File: src/rtl/insmem_sync.sv
// ---------------------------------------------------------------------------
// insmem_sync -- synchronous instruction memory with a one-entry fetch
// output register and an optional per-word parity check.
//
// Program words are loaded through the write port (wr_en/wr_addr/wr_data).
// Fetches are requested with rd_req. The fetch address is either rd_addr or,
// with seq_mode=1, an internal program counter (PC). An accepted fetch shows
// up on rd_data / rd_addr_q with rd_valid=1 one cycle later. The output stays
// held until the consumer takes it with rd_ready.
//
// Handshake: rd_gnt = rd_req & (~rd_valid | rd_ready), forced to 0 in reset.
//   A request is accepted exactly on a cycle where rd_gnt=1. rd_valid/rd_data
//   change only on an accepted request (load) or on rd_ready with no request
//   accepted (drain). While rd_valid=1 and rd_ready=0 the outputs hold.
//
// Optional feature: define INSMEM_PARITY_EN to store one even-parity bit per
//   word. par_inj=1 inverts the stored bit on a write. A fetched word whose
//   stored bit does not match its data raises rd_perr with rd_valid. Without
//   the macro, there is no parity storage, rd_perr is 0 and par_inj is unused.
//
// Parameters:
//   DATA_W    instruction word width
//   ADDR_W    word-address width (depth = 2**ADDR_W)
//
// Ports:
//   clk        clock, rising-edge
//   rst_n      synchronous active-low reset (memory contents are kept)
//   wr_en      program-load write strobe
//   wr_addr    program-load word address
//   wr_data    program-load word
//   par_inj    invert the stored parity bit of this write
//   seq_mode   1: fetch from PC, 0: fetch from rd_addr
//   pc_ld      load PC from pc_val (wins over the increment)
//   pc_val     PC load value
//   rd_req     fetch request
//   rd_addr    fetch address used when seq_mode=0
//   rd_gnt     request accepted this cycle (combinational)
//   rd_valid   rd_data holds a fetched word
//   rd_ready   consumer takes rd_data this cycle
//   rd_data    fetched word
//   rd_addr_q  address of the word in rd_data
//   rd_perr    parity error on the word in rd_data, qualified by rd_valid
// ---------------------------------------------------------------------------
module insmem_sync #(
  parameter int DATA_W = 32,
  parameter int ADDR_W = 4
) (
  input  logic              clk,
  input  logic              rst_n,
  input  logic              wr_en,
  input  logic [ADDR_W-1:0] wr_addr,
  input  logic [DATA_W-1:0] wr_data,
  input  logic              seq_mode,
  input  logic              pc_ld,
  input  logic [ADDR_W-1:0] pc_val,
  input  logic              rd_req,
  input  logic [ADDR_W-1:0] rd_addr,
  output logic              rd_gnt,
  output logic              rd_valid,
  input  logic              rd_ready,
  output logic [DATA_W-1:0] rd_data,
  output logic [ADDR_W-1:0] rd_addr_q,
  input  logic              par_inj,
  output logic              rd_perr
);

  localparam int DEPTH = 1 << ADDR_W;

  logic [DATA_W-1:0] mem [DEPTH];
  logic [ADDR_W-1:0] pc;
  logic [ADDR_W-1:0] pc_nxt;
  logic [ADDR_W-1:0] fetch_addr;
  logic [DATA_W-1:0] fetch_word;
  logic              fetch_perr;
  logic              wr_hit;
  logic              seq_take;
  logic              perr_q;

  // Accept when the output register is empty or being drained this cycle.
  assign rd_gnt = rst_n & rd_req & (~rd_valid | rd_ready);

  // A same-cycle pc_ld redirects the sequential fetch to pc_val.
  always_comb begin
    fetch_addr = rd_addr;
    if (seq_mode) begin
      fetch_addr = pc_ld ? pc_val : pc;
    end
  end

  // Write-first: a same-cycle write to the fetch address is forwarded.
  assign wr_hit     = wr_en & (wr_addr == fetch_addr);
  assign fetch_word = wr_hit ? wr_data : mem[fetch_addr];

  // Memory array has no reset; program contents survive rst_n.
  always_ff @(posedge clk) begin
    if (wr_en) begin
      mem[wr_addr] <= wr_data;
    end
  end

`ifdef INSMEM_PARITY_EN
  logic par_mem [DEPTH];
  logic wr_par;

  // Even parity over the data word, optionally inverted for error injection.
  assign wr_par = (^wr_data) ^ par_inj;

  always_ff @(posedge clk) begin
    if (wr_en) begin
      par_mem[wr_addr] <= wr_par;
    end
  end

  assign fetch_perr = (wr_hit ? wr_par : par_mem[fetch_addr]) ^ (^fetch_word);
`else
  logic unused_par_inj;

  assign unused_par_inj = par_inj;
  assign fetch_perr     = 1'b0;
`endif

  // PC next-state: load wins; a load coinciding with a sequential fetch
  // consumes pc_val and leaves the PC pointing past it.
  assign seq_take = rd_gnt & seq_mode;

  always_comb begin
    pc_nxt = pc;
    if (pc_ld) begin
      pc_nxt = seq_take ? pc_val + 1'b1 : pc_val;
    end else if (seq_take) begin
      pc_nxt = pc + 1'b1;
    end
  end

  always_ff @(posedge clk) begin
    if (!rst_n) begin
      pc <= '0;
    end else begin
      pc <= pc_nxt;
    end
  end

  // Output register: load on grant, drain on rd_ready, otherwise hold.
  // Data/address are left as-is on a drain; only rd_valid qualifies them.
  always_ff @(posedge clk) begin
    if (!rst_n) begin
      rd_valid  <= 1'b0;
      rd_data   <= '0;
      rd_addr_q <= '0;
      perr_q    <= 1'b0;
    end else if (rd_gnt) begin
      rd_valid  <= 1'b1;
      rd_data   <= fetch_word;
      rd_addr_q <= fetch_addr;
      perr_q    <= fetch_perr;
    end else if (rd_ready) begin
      rd_valid  <= 1'b0;
    end
  end

  assign rd_perr = rd_valid & perr_q;

endmodule

File: config.mk
export PLATFORM = sky130hd
export DESIGN_NAME = insmem_sync
export DESIGN_NICKNAME = d
export VERILOG_FILES = /design/src/rtl/insmem_sync.sv
export SDC_FILE = /design/constraint.sdc
export NUM_CORES = 1
export LEC_CHECK = 0
export CAP_MARGIN = 0
export CORE_MARGIN = 2
export CORE_UTILIZATION = 35
export CTS_CLUSTER_SIZE = 12
export DETAILED_ROUTE_END_ITERATION = 16
export PLACE_DENSITY = 0.55
export SYNTH_ARGS = -nofsm -noshare
export SYNTH_HDL_FRONTEND = slang
export SYNTH_SLANG_ARGS = --single-unit
File: constraint.sdc
create_clock -name clk -period 6.8 [get_ports clk]
set_input_delay 1.02 -clock clk [delete_from_list [all_inputs] [get_ports clk]]
set_output_delay 1.02 -clock clk [all_outputs]
set_load 0.02 [all_outputs]
# ---- After elaboration in Yosys (flattened, before gate mapping)
# Memory sizes are Yosys's and may differ from the RTL's. A register that Yosys moved wholly into a read port is not among the register bits.
# Cells that the tools add are included.
dict set report word_totals {
  out_inout_bits 39
  in_bits 52
  mem_bits_rw 512
  register_bits 9
  memories 1
}
# memory depth word_bits read_ports rd_ports_with_merged_regs write_ports line_no
set mem_list {}
lappend mem_list {mem 16 32 1 1 1 69} ;# logic [DATA_W-1:0] mem [DEPTH];
dict set report classes {
  bitwise 5
  reduce_logical 3
  muxes 9
  add_sub_neg 2
}
# operator count
set op_table {}
lappend op_table {{$mux 4} 5}
lappend op_table {{$add 4x1->4 const B} 2}
lappend op_table {{$mux 1} 4}
lappend op_table {{$reduce_bool 2->1} 2}
lappend op_table {{$and 1x1->1} 3}
lappend op_table {{$logic_not 1->1} 1}
lappend op_table {{$not 1->1} 1}
lappend op_table {{$or 1x1->1} 1}

# ---- Logic depth before layout (Yosys ltp)
# Gate-level depths: netlist of the first run.
dict set report depth {
  ltp_word 6
  depth_mapped 9
}

# ---- Worst setup path before layout of the first run
# Ideal clock, no wire load.
dict set report synth_path {
  path_type {input to register}
  from {input wr_addr[2]}
  to {memory mem[0][0], enable pin}
  arrival_time_ns 3.738
  path_buffers 0
  cell_stages 2
  path_slack_ns 2.601
  path_cell_list {or3b_2 nor3_1}
}
# item line_no
set synth_lines {}
lappend synth_lines {{from (decl)} 51} ;# input logic [ADDR_W-1:0] wr_addr,
lappend synth_lines {{to (decl)} 69}
# Straight into the memory's write port.

# ---- Final worst setup path of the first run
dict set report layout_path {
  from {input pc_ld}
  to {register rd_data[21] (read register of mem)}
}
dict set report layout_via {
  elab_chain_cells 2
}
# item line_no
set layout_lines {}
lappend layout_lines {{from (decl)} 54} ;# input logic pc_ld,
lappend layout_lines {{$mux 4} 86} ;# fetch_addr = pc_ld ? pc_val : pc;
lappend layout_lines {{$mux 4} 85} ;# if (seq_mode) begin
lappend layout_lines {{to (decl)} 61} ;# output logic [DATA_W-1:0] rd_data,
# No other way between the ends.
# A chain may end at the register's enable or synchronous reset.

==> results.md, run 1 <==
- Area Overhead vs Synth: 15.2%
- Clock latency on the worst-skew pair: 0.61 ns
- FF/Latch Area: 0.0162 mm²
- Post-Synthesis Cells: 1629
- Initial DRC count: 1566
- Number of synthesized flops with an enable pin: 512
- Synth Area in Simple Gates: 9.56%
- Min Clock Period, post-route: 4.40 ns
- Die area: 0.0684 mm²
- Crit path max fanout: 56
- Post-Syn Area per Cell: 14.2 µm²
- Most common flop cell mapped by yosys: edfxtp_1
- Initial Util: 35.3%
- Multi-input gate area: 0.00654 mm²
- Async set or reset register ratio after synthesis: 0%
- Adder-cell share of the synthesized area: 0.108%
- Chip width: 261 µm
- I/O Buffers: 88
- Drt wl/cell: 24.7 µm
- Power density over cell area: 283 mW/mm²
- Final nets: 1742
- Critical path arrival: 4.87 ns
- Slew Viols, Final: 0
- Tightest Hold Check Type: reg2reg
- Final ANT Viol Nets: 0
- # Post-CTS Setup Buffers: 0
- CTS buffer count: 55
- Setup TNS after final layout: 0 ns
- Maxcap violations: 0
- Part of the Yosys area used for sequential elements: 69.8%
- Outcome: completed
- Normalized max-slew margin: 21.1%
- CTS tree: done
- CP Launch Type: primary input
- DP Wirelength: 34400 µm
- Clk root buf: clkbuf_16
- Max Clk Rate: 227 MHz
- Residual DRC: 0
- Final Skew: 0.0174 ns
- Clock sink count: 553
- H-tree depth: 2
- TritonRoute pass-1 iters: 5
- Total Power: 0.00756 W
- Number of vias per cell: 5.68
- Core ar.: 0.0657 mm²
- Vias in the first global route: 14500
- Via count: 14800
- Ranking of synthesized cells by area: edfxtp_1, nand3_1, mux2_2
- Synthesized cell area: 0.0232 mm²
- Post-synth top cells: edfxtp_1, nand3_1, mux2_2, o22ai_1, a22oi_1
- Post-cts resize count: 0
- Worst Path Class, Setup: in2reg
- Hold WS: 0.463 ns
- Number of core rows: 94
- CTS Buffer Depth: 3
- Num ports: 91
- Routed WL: 64300 µm
- First-pass GRT wire length: 94800 µm
- Yosys Warn Count: 0
- Maximum vdd ir drop: 0.000173 V
- Crit end category: flip-flop
- Critical Path RT: 7.28 ns
- Largest net degree at the start of global routing: 117
- Die Height: 261 µm
- Static Leak: 8.71 nW
- Fillers: 5950
- Synth top area share: 66.3%
- Yosys cell types: 59
- CTS Hold Bufs: 0
- Post-synth top area cell: edfxtp_1
- Gr usage total: 18.7%
- Mux cell area share after synthesis: 7.06%
- Final Wtd Congestion: 0.734
- Share of cells above drive strength 1: 15.3%
- Least-Margin Pin Slew: 1.18 ns
- RSZ-0062 raised after global routing: false
- Fin crit share: 64.7%
- Non-filler cells, final: 2601
- Clock-pin transition on the worst setup and hold timing paths: 0.06 ns
- Initial antenna violation count: 5
- Synthesized flop and latch total: 553
- Largest family of logic cells by synthesized area: compound AO/OA/AOI/OAI gates
- Post-Synth XOR/XNOR Area: 0.377%
- DP Cell Count: 2495
- Final setup vio count: 0
- Total global routing overflow: 0
- Most frequent cell after synthesis: edfxtp_1
- Post-synthesis compound-gate area fraction: 10.3%
- Post-synthesis net count: 1683
- Final Hold Fails: 0
state kept, by name, indices dropped and copies added, names as in the netlist:
signal / flops
mem: 512
rd_data: 32
pc: 4
rd_addr_q: 4
rd_valid: 1
through the flow:
stage               utilization (%)  area (µm²)  setup slack, ns
floorplan                         -       23200             2.60
global placement               38.0       25000             1.85
finish                         40.6       26700             2.40
CTS                            40.6       26700             2.50
detailed placement             38.0       25000             1.83
global route                   40.6       26700             2.23
worst paths after layout:
kind / from / endpoint / cells after the start / slack (ns)
min: rd_addr_q[0] / rd_addr_q[0] / 2 / 0.46
max: pc_ld / rd_data[21] / 8 / 2.40
min reg2reg: rd_addr_q[0] / rd_addr_q[0] / 2 / 0.46
max reg2reg: pc[1] / rd_data[21] / 7 / 3.48
cells in the final DEF, fill, tap and decap left out, types with 13 or more instances in the layout:
| cell | instances |
|---|---|
| a21oi_1 | 25 |
| a22oi_1 | 86 |
| and3_1 | 20 |
| buf_4 | 39 |
| clkbuf_1 | 33 |
| clkbuf_16 | 57 |
| clkdlybuf4s50_1 | 86 |
| dfxtp_1 | 41 |
| edfxtp_1 | 512 |
| mux2_2 | 102 |
| mux2i_1 | 44 |
| nand2_1 | 80 |
| nand3_1 | 285 |
| nor2_4 | 13 |
| o21ai_0 | 38 |
| o221a_2 | 15 |
| o22ai_1 | 94 |
power by group:
part,internal (W),switching [W]
registers,0.00381,0.0000444
clock network,0.00167,0.00126
logic,0.000283,0.000498
logic make-up after synthesis:
family,count (synthesis)
other cells,1
compound gates,335
xor+xnor,10
mux,149
simple gates,452
buf+inv,127
flops,553
fa+ha+maj,2
layout make-up:
type | instances | area share [%]
antenna | 2 | 0.0187
clock buffer | 97 | 6.16
clock inverter | 7 | 0.286
inverter | 2 | 0.0281
multi-input combinational | 949 | 24.5
sequential | 553 | 60.6
tap | 864 | 4.05
timing repair buffer | 127 | 4.38
routing by layer:
| metal | vias up | share of wire [%] | global-route usage (%) |
|---|---|---|---|
| met5 | - | 0.059 | 0 |
| met4 | 6 | 2.8 | 6.94 |
| met3 | 111 | 5.9 | 2.77 |
| met2 | 479 | 48 | 30.5 |
| met1 | 7581 | 43 | 25.4 |
| li1 | 6598 | - | - |
worst max-delay path, cell delays in order:
cell and delay (ns):
clkdlybuf4s50_1 0.88, mux2i_2 1.01, a21oi_4 0.17, buf_4 0.41, nand2_1 0.72, o22ai_1 0.15
nor4_1 0.39, nor3_1 0.11
Power figures use the tool's default switching activity.
==> run 2, diff against run 1 <==
- clock period: 6.8 -> 4.56 ns (I/O delays scaled with it)
==> run 2 against run 1 <==
Effect of this change:
- sequential power up 49%
- largest power group unchanged
- utilization rose by 0.29 points
- die area is the same
- critical endpoint is now rd_data[8]
- via count up 1.9%
- sequential cell count did not move
- register-to-register slack lost 1.6 ns
- critical path type unchanged
==> results.md, run 2 (synthesis gave the netlist of run 1 again) <==
- CTS tree: done
- CP startpoint: pc_ld
- Num ports: 91
- DP Wirelength: 35700 µm
- I/O Buffers: 88
- H-tree depth: 2
- Worst R2R Start: pc[1]
- Clock-pin transition on the worst setup and hold timing paths: 0.06 ns
- Normalized max-slew margin: 27.1%
- Die Height: 261 µm
- Share of cells above drive strength 1: 15.8%
- Critical path arrival: 3.91 ns
- CTS buffer count: 55
- Crit path max fanout: 15
- Core ar.: 0.0657 mm²
- Clk root buf: clkbuf_16
- Final setup margin: 1.18 ns
- Most common cell after layout, fill and taps aside: edfxtp_1
- Residual DRC: 0
- Area Overhead vs Synth: 16.0%
- Worst Path Class, Setup: in2reg
- Drt wl/cell: 25.0 µm
- CP Launch Type: primary input
- Final setup vio count: 0
- Tightest Hold Check Type: reg2reg
- Initial Util: 35.3%
- First-pass GRT wire length: 96000 µm
- Setup TNS after final layout: 0 ns
- Clock sink count: 553
- Hold WS: 0.463 ns
- Final Wtd Congestion: 0.758
- Biggest regs: mem: 512 flops, rd_data: 32 flops
- Reg with most FFs: mem
- Total Power: 0.0113 W
- Dpl ws: 0.607 ns
- Static Leak: 8.79 nW
- Initial antenna violation count: 1
- Power density over cell area: 421 mW/mm²
- Max reg flops: 512
- Number of core rows: 94
- Slew Viols, Final: 0
- Critical Path RT: 5.09 ns
- Post-cts resize count: 0
- Maxcap violations: 0
- Gr usage total: 18.9%
- Clock latency on the worst-skew pair: 0.63 ns
- Total global routing overflow: 0
- Final Hold Fails: 0
- # diodes: 0
- Crit end category: flip-flop
- RSZ-0062 raised after global routing: false
- Initial DRC count: 1369
- Vias in the first global route: 14900
- Routed WL: 65300 µm
- Final nets: 1753
- Max Clk Rate: 296 MHz
- Maximum vdd ir drop: 0.000268 V
- Least-Margin Pin Slew: 1.09 ns
- Via count: 15100
- Fin util: 40.9%
- Fillers: 5959
- Min Clock Period, post-route: 3.38 ns
- # Post-CTS Setup Buffers: 0
- CTS Hold Bufs: 0
- Outcome: completed
- TritonRoute pass-1 iters: 5
- Fin crit share: 74.1%
- Chip width: 261 µm
- CTS Buffer Depth: 3
- Die area: 0.0684 mm²
- Worst min-delay path startpoint: rd_addr_q[0]
- Final ANT Viol Nets: 0
- Largest net degree at the start of global routing: 91
- Most frequent cells in the layout: edfxtp_1, nand3_1, mux2_2
- Final Skew: 0.0274 ns
- Number of vias per cell: 5.77
==> run 2: cell count changes in the layout (fill, tap and decap cells not counted), sizes merged <==
| cell | previous run | this run |
|---|---|---|
| buf | 41 | 52 |
| clkbuf | 97 | 95 |
| diode | 2 | 0 |
| bufinv | 1 | 2 |
| clkinv | 5 | 4 |
==> run 2: stage by stage <==
step	cells	instance area (µm²)
2_1_floorplan	1629	23200
3_3_place_gp	2506	25200
3_5_place_dp	2506	25200
4_1_cts	2608	26900
5_1_grt	2608	26900
6_report	2608	26900
==> run 2: metal layers <==
| layer | GRT usage, % | vias to the layer above | wire (µm) |
|---|---|---|---|
| li1 | - | 6614 | - |
| met1 | 25.0 | 7782 | 27800 |
| met2 | 32.4 | 536 | 32300 |
| met3 | 2.11 | 127 | 3190 |
| met4 | 6.71 | 2 | 1980 |
| met5 | 0 | - | 12 |
==> run 2: final timing paths <==
kind / end / slack (ns) / cells after the start
max reg2reg: rd_data[14] / 1.92 / 7
max: rd_data[8] / 1.18 / 8
min reg2reg: rd_addr_q[0] / 0.46 / 2
min: rd_addr_q[0] / 0.46 / 2
==> run 2: worst max-delay path, stage by stage <==
cell and delay, ns:
clkdlybuf4s50_1 0.91, mux2_2 0.58, a21oi_2 0.50, nand2_1 0.42, buf_4 0.31, o22ai_1 0.22
nor4_1 0.08, nor3_1 0.18
==> run 2: cell type report <==
cell class                      instances  area, µm²  area share [%]
Inverter                                2       7.51          0.0279
Clock inverter                          7        128           0.474
Sequential cell                       553      16200            60.2
Tap cell                              864       1080            4.02
Clock buffer                           95       1600            5.93
Timing Repair Buffer                  138       1370            5.07
Multi-Input combinational cell        949       6540            24.3
==> run 2: report_power, final <==
part	switching (W)	internal, W	total (W)
Sequential	0.0000659	0.00568	0.00574
Combinational	0.000756	0.000441	0.00120
Clock	0.00189	0.00249	0.00438
